$ cat src/rtl/router_pkg.sv
// Shared router types and constants: VC count, allocator states, credit depth
// and the one-hot to index helper also used by the crossbar select logic.
package router_pkg;

  localparam int NUM_REQ          = 4;
  localparam int IDX_W            = $clog2(NUM_REQ);
  localparam int CREDIT_DEPTH_DEF = 4;

  typedef enum logic {
    IDLE   = 1'b0,
    ACTIVE = 1'b1
  } alloc_state_t;

  // OR-reduction form: no priority chain, valid only for zero/one-hot input
  function automatic logic [IDX_W-1:0] onehot_to_idx(input logic [NUM_REQ-1:0] oh);
    logic [IDX_W-1:0] idx;
    idx = '0;
    for (int i = 0; i < NUM_REQ; i++) begin
      if (oh[i]) idx = idx | IDX_W'(i);
    end
    return idx;
  endfunction

endpackage

$ cat src/rtl/rr_priority_logic.sv
// Round-robin winner select: rotate req so ptr is bit 0, take the lowest set
// bit, rotate the one-hot result back into VC numbering.
module rr_priority_logic
  import router_pkg::*;
(
  input  logic [NUM_REQ-1:0] req,
  input  logic [IDX_W-1:0]   ptr,
  output logic [NUM_REQ-1:0] winner
);

  logic [NUM_REQ-1:0] rot;
  logic [NUM_REQ-1:0] pick;

  always_comb begin
    rot    = '0;
    winner = '0;
    for (int k = 0; k < NUM_REQ; k++) begin
      rot[k] = req[ptr + IDX_W'(k)];
    end
    pick = rot & (~rot + NUM_REQ'(1));
    for (int k = 0; k < NUM_REQ; k++) begin
      winner[ptr + IDX_W'(k)] = pick[k];
    end
  end

endmodule

$ cat src/rtl/vc_output_allocator.sv
// Packet-granular round-robin allocator for one router output port shared by
// four input VCs, with downstream credit gating of every flit send.
//
//   state  | meaning
//   IDLE   | port free; picks a round-robin winner when en and any req
//   ACTIVE | grant held by one VC until its tail flit is sent
module vc_output_allocator
  import router_pkg::*;
#(
  parameter int CREDIT_DEPTH = CREDIT_DEPTH_DEF,
  parameter int CNT_W        = 3
) (
  input  logic               clk,
  input  logic               reset,
  input  logic               en,
  input  logic [NUM_REQ-1:0] req,
  input  logic [NUM_REQ-1:0] tail,
  input  logic               credit_in,
  output logic [NUM_REQ-1:0] grant,
  output logic [NUM_REQ-1:0] send,
  output logic               busy,
  output logic [CNT_W-1:0]   credit_cnt,
  output logic               credit_err
);

  alloc_state_t       state;
  logic [IDX_W-1:0]   ptr;
  logic [NUM_REQ-1:0] winner;
  logic               sending;
  logic               tail_sent;

  rr_priority_logic u_rr (
    .req    (req),
    .ptr    (ptr),
    .winner (winner)
  );

  // grant is one-hot in ACTIVE, so masking req by it selects only req[g]
  always_comb begin
    send = '0;
    if (reset && en && state == ACTIVE && credit_cnt != '0) send = grant & req;
  end

  assign sending   = |send;
  assign tail_sent = |(send & tail);
  assign busy      = (state == ACTIVE);

  always_ff @(posedge clk) begin
    if (!reset) begin
      state      <= IDLE;
      grant      <= '0;
      ptr        <= '0;
      credit_cnt <= CNT_W'(CREDIT_DEPTH);
      credit_err <= 1'b0;
    end else begin
      if (en) begin
        case (state)
          IDLE: begin
            if (|req) begin
              grant <= winner;
              state <= ACTIVE;
            end
          end
          ACTIVE: begin
            if (tail_sent) begin
              grant <= '0;
              state <= IDLE;
              ptr   <= onehot_to_idx(grant) + IDX_W'(1);
            end
          end
          default: state <= IDLE;
        endcase
      end

      // credits keep counting while disabled so no returned slot is lost
      if (sending && !credit_in) begin
        credit_cnt <= credit_cnt - CNT_W'(1);
      end else if (credit_in && !sending) begin
        if (credit_cnt == CNT_W'(CREDIT_DEPTH)) credit_err <= 1'b1;
        else                                    credit_cnt <= credit_cnt + CNT_W'(1);
      end
    end
  end

endmodule

$ cat config.mk
export PLATFORM = sky130hd
export DESIGN_NAME = vc_output_allocator
export DESIGN_NICKNAME = d
export VERILOG_FILES = /design/src/rtl/router_pkg.sv /design/src/rtl/rr_priority_logic.sv /design/src/rtl/vc_output_allocator.sv
export SDC_FILE = /design/constraint.sdc
export NUM_CORES = 1
export LEC_CHECK = 0
export CORE_ASPECT_RATIO = 0.6
export CORE_UTILIZATION = 31
export DETAILED_ROUTE_END_ITERATION = 8
export DONT_BUFFER_PORTS = 1
export GPL_TIMING_DRIVEN = 0
export PLACE_DENSITY = 0.42
export SLEW_MARGIN = 20
export SYNTH_ARGS = -nofsm -noshare
export SYNTH_HDL_FRONTEND = slang
export SYNTH_SLANG_ARGS = --single-unit
$ cat constraint.sdc
create_clock -name clk -period 2.81 [get_ports clk]
set_input_delay 0.281 -clock clk [delete_from_list [all_inputs] [get_ports clk]]
set_output_delay 0.281 -clock clk [all_outputs]
set_load 0.03 [all_outputs]
Yosys cells after proc, flatten, opt, wreduce, memory -nomap -nowiden
Cells that the tools add are included.
- flip-flop bits (word level): 11
- word-level logic and storage cells: 87
- output and inout bits: 13
- reductions and logical operators: 20
- eq/ne operators: 4
- bitwise operators: 7
- add/subtract/negate cells: 7
- magnitude comparators: 8
- muxes and demuxes: 36
- operator list (operator ; number):
    4-bit bitwise AND ; 4
    4-bit bitwise mux ; 3
    2-bit by 3-bit less-than comparator with 1-bit output, second input constant ; 4
    2-bit 2-to-1 mux ; 6
    4-bit 2-to-1 mux ; 3
    4-bit OR reduction ; 3
    1-bit 2-to-1 mux ; 11
    1-bit logical AND ; 9
    3-bit 2-to-1 mux ; 3
    3-bit AND reduction ; 3
    1-bit binary-select mux with 2-bit select ; 4
    1-bit demux with 2-bit select ; 4
    2-bit by 1-bit >= comparator with 1-bit output, second input constant ; 4
    4-bit case mux with 2 select lines ; 1
    2-bit by 1-bit adder with 2-bit output, second input constant ; 2
    2-bit adder, second input constant ; 2
    4-bit by 1-bit adder with 4-bit output, second input constant ; 1
    2-bit inequality test, second input constant ; 2
    4-bit inverter ; 1
    3-bit by 1-bit adder with 3-bit output, second input constant ; 1
    3-bit equality test, second input constant ; 1
    3-bit nonzero test ; 1
    3-bit by 1-bit subtractor with 3-bit output, second input constant ; 1
    1-bit zero test ; 2
    other kinds (5) ; 6

Depth between registers and ports, before layout
- word-level depth: 12
- gate-level depth with buffers: 9
- depth with buffers taken out: 9

Modules after synthesis
Synthesis repeated with hierarchy kept, for this count alone.
- cells, all modules: 106
- area total of the unflattened synthesis: 989.7 sq um
- by module, submodules not included (module ; area each (sq um) ; cells each ; instances):
    vc_output_allocator ; 606.8 ; 68 ; 1
    rr_priority_logic ; 382.9 ; 38 ; 1

Worst setup path before layout
No wires, ideal clock.
- path type: register to register
- from: reg credit_cnt[0]
- to: reg credit_cnt[2]
- buffers on the path: 0
- setup slack: 522 ps
- stages on the path, launching flop included: 10
- setup time: 149 ps
- data required time: 2661 ps
- arrival time: 2140 ps
- clock period less this slack: 2288 ps
- cell sequence: dfxtp_1 -> or3_1 -> nand4_1 -> a41oi_1 -> ha_1 -> inv_1 -> fa_1 -> xor2_1 -> o21ai_0 -> o311ai_0
- longest elaborated chain between the ends: 8
- elaborated cells between the ends (all ways): 16
- ends and longest elaborated chain (element ; line ; text):
    start: declaration ; vc_output_allocator.sv:22 ; output logic [CNT_W-1:0] credit_cnt,
    start signal: assignment ; vc_output_allocator.sv:53 ; credit_cnt <= CNT_W'(CREDIT_DEPTH);
    start signal: assignment ; vc_output_allocator.sv:77 ; credit_cnt <= credit_cnt - CNT_W'(1);
    start signal: assignment ; vc_output_allocator.sv:80 ; else credit_cnt <= credit_cnt + CNT_W'(1);
    3-bit nonzero test ; vc_output_allocator.sv:41 ; if (reset && en && state == ACTIVE && credit_cnt != '0) send = grant & req;
    1-bit logical AND ; vc_output_allocator.sv:41 ;
    4-bit 2-to-1 mux ; vc_output_allocator.sv:41 ;
    4-bit OR reduction ; vc_output_allocator.sv:44 ; assign sending = |send;
    1-bit zero test ; vc_output_allocator.sv:78 ; end else if (credit_in && !sending) begin
    1-bit logical AND ; vc_output_allocator.sv:78 ;
    2-bit nonzero test (no source line) ; - ;
    2-bit AND reduction (no source line) ; - ;
Parallel ways exist; a longest one is shown, timed or not. The select of a mux whose other input is x is not followed.
A chain may end at the register's enable or synchronous reset.

Worst setup path in the final report
- from: reg credit_cnt[1]
- to: reg credit_cnt[2]
Same word-level chain as after synthesis.

==> reports/metrics.csv <==
metric,value,unit
path_delay_family,adder cells,
status,completed,
drive_gt1_share,14.7,%
routed_wl,2670,um
cp_slowest_cell,dfxtp_1,
skew,0.000879,ns
cellInternalPower,283,uW
cts_tree,yes,
rsz0062_at_grt,no,
fin_crit_sh,91.9,%
grtUsageTotal,15.9,%
die_h,46.6,um
setup_slack,0.228,ns
grt_pass1_vias,832,
fin_nets,151,
wl_met1,1430,um
final_max_slew_viol_count,0,
dp_hpwl,2140,um
power_density,341,nW/um2
ys_ff_latch,11,
worst-path-max-fanout,5,
top_layer_used,met3,
numPortBuffers,0,
coreArea,3000,um2
comb_power_share,14.1,%
clock_path_buffers,2,
final-setup-viol-count,0,
final_common_cell,nor2_1,
dr.pass1.iters,4,
cp.arrival,2.68,ns
ant_nets,0,
h-tree-depth,1,
synthTopCellsByArea,"dfxtp_1 21%, ha_1 9.7%, nor2_1 4.8%",
synth_ff_type,dfxtp_1,
p_clk_share,40.3,%
wl_met3,217,um
fp.dieArea,3560,um2
synth_top_cell_by_area,dfxtp_1,
hold_slack,0.143,ns
seq_area_frac_synth,21.4,%
synth-edff-count,0,
rows,15,
min_period,2.58,ns
path_cells,"or3_1, nand4_1, a41oi_1, ha_1, inv_1, fa_1, xor2_1, o21ai_0, o311ai_0",
netlist_area,1030,um2
grt_max_degree,11,
hp-class,input port to register,
leakage,0.400,nW
holdBufCountCts,0,
vias,940,
clkSinkCount,11,
drc,0,
diodes,0,
synth_top_area_share,21.4,%
peakVddDrop,230,uV
synthArstFlopShare,0,%
swShare,26.4,%
tightest_slew,0.562,ns
switchingPower,101,uW
ios,25,
synth_cell_types,46,
clk_pin_slew_worst_paths,0.05,ns
drv_cap,0,
pre_cts_ws,0.252,ns
seq_area,223,um2
wl_met2,1020,um
tns,0,ns
syn_to_final_growth,9.74,%
critPathCaptureType,register,
clk-insertion-delay-late,0.23,ns
syn_nets,146,
fillers,325,
drt-initial-drc-count,69,
wl_per_cell,15.6,um
crit_path_start_kind,register,
grt_pass1_wl,4230,um
ys_warn_count,0,
avgSynthCellArea,8.22,um2
multi_input_comb_area,726,um2
critPathMaxStageDelay,0.56,ns
hold_viol,0,
start_util,34.2,%
fin_total_pwr,385,uW
max_freq,387,MHz
root_buffer,clkbuf_8,
place_congestion,0.885,
seqPwrFrac,45.6,%
critPathKind,register to register,
crit_buf_inv,1,
cts_resized,0,
antenna_found_initial,0,
die_w,76.3,um
grt-ovfl-total,0,
post_cts_buffers,0,
relSlewSlack,62.4,%
routed_via_density,5.50,
syn_inst,125,
required,2.90,ns
most-common-layout-cells,"13 x nor2_1, 12 x nand2_1, 10 x inv_1",
numCtsBuffers,3,
[state kept, by name (all words and copies together) (netlist names)]
register	count
credit_err	1
grant	4
ptr	2
credit_cnt	3
busy	1
[synth_stat cells (2+ instances only)]
master    count
a32oi_1       3
a41oi_1       2
nand4_1       2
a211oi_1      2
nand3_1       5
nor2b_1       3
or3_1         3
mux2i_1       2
o22ai_1       2
o31ai_1       2
nand2b_1      2
a21oi_1       5
inv_1        10
o21ai_0       3
dfxtp_1      11
nor2_1       13
a22o_2        2
a22oi_1       2
nor3_1        2
mux4_2        2
buf_2         4
ha_1          8
nand2_1      12
[per-layer routing]
metal  vias to the layer above  global-route usage, %
li1                        467                      -
met1                       443                   23.6
met2                        30                   21.4
met3                         0                   5.74
met4                         0                   2.69
met5                         -                      0
[path summary, 6_finish.rpt]
kind	to	slack, ns	depth (start not counted)	start
worst min-delay path	credit_cnt[2]	0.14	1	reset
worst min register to register	credit_cnt[0]	0.62	2	credit_cnt[0]
worst max-delay path	credit_cnt[2]	0.23	9	credit_cnt[1]
worst max register to register	credit_cnt[2]	0.23	9	credit_cnt[1]
[cell type report]
cell class | instances | area share (%)
Sequential cell | 11 | 19.8
Buffer | 7 | 3.88
Tap cell | 42 | 4.66
Multi-Input combinational cell | 97 | 64.4
Clock buffer | 4 | 4.00
Inverter | 10 | 3.33
[kinds of logic after synthesis]
family | count (synthesis) | synth area share (%)
xor+xnor | 2 | 1.71
mux | 4 | 6.33
simple gates | 51 | 26.4
compound gates | 31 | 24.5
fa+ha+maj | 9 | 11.7
buf+inv | 17 | 7.92
flops | 11 | 21.4
[power by group through the flow]
stage	clock network, mW	registers [mW]	logic, mW
after floorplan	0	0.176	0.0436
after global placement	0	0.178	0.0530
after detailed placement	0	0.178	0.0534
after CTS	0.158	0.175	0.0539
after global routing	0.168	0.176	0.0602
final	0.155	0.175	0.0543
[per-stage QoR]
step | instances | area [um2] | utilization, %
2_1_floorplan | 125 | 1030 | -
3_3_place_gp | 167 | 1080 | 36.0
3_5_place_dp | 167 | 1080 | 36.0
4_1_cts | 171 | 1120 | 37.5
5_1_grt | 171 | 1130 | 37.5
6_report | 171 | 1130 | 37.5
Power figures use the tool's default switching activity.
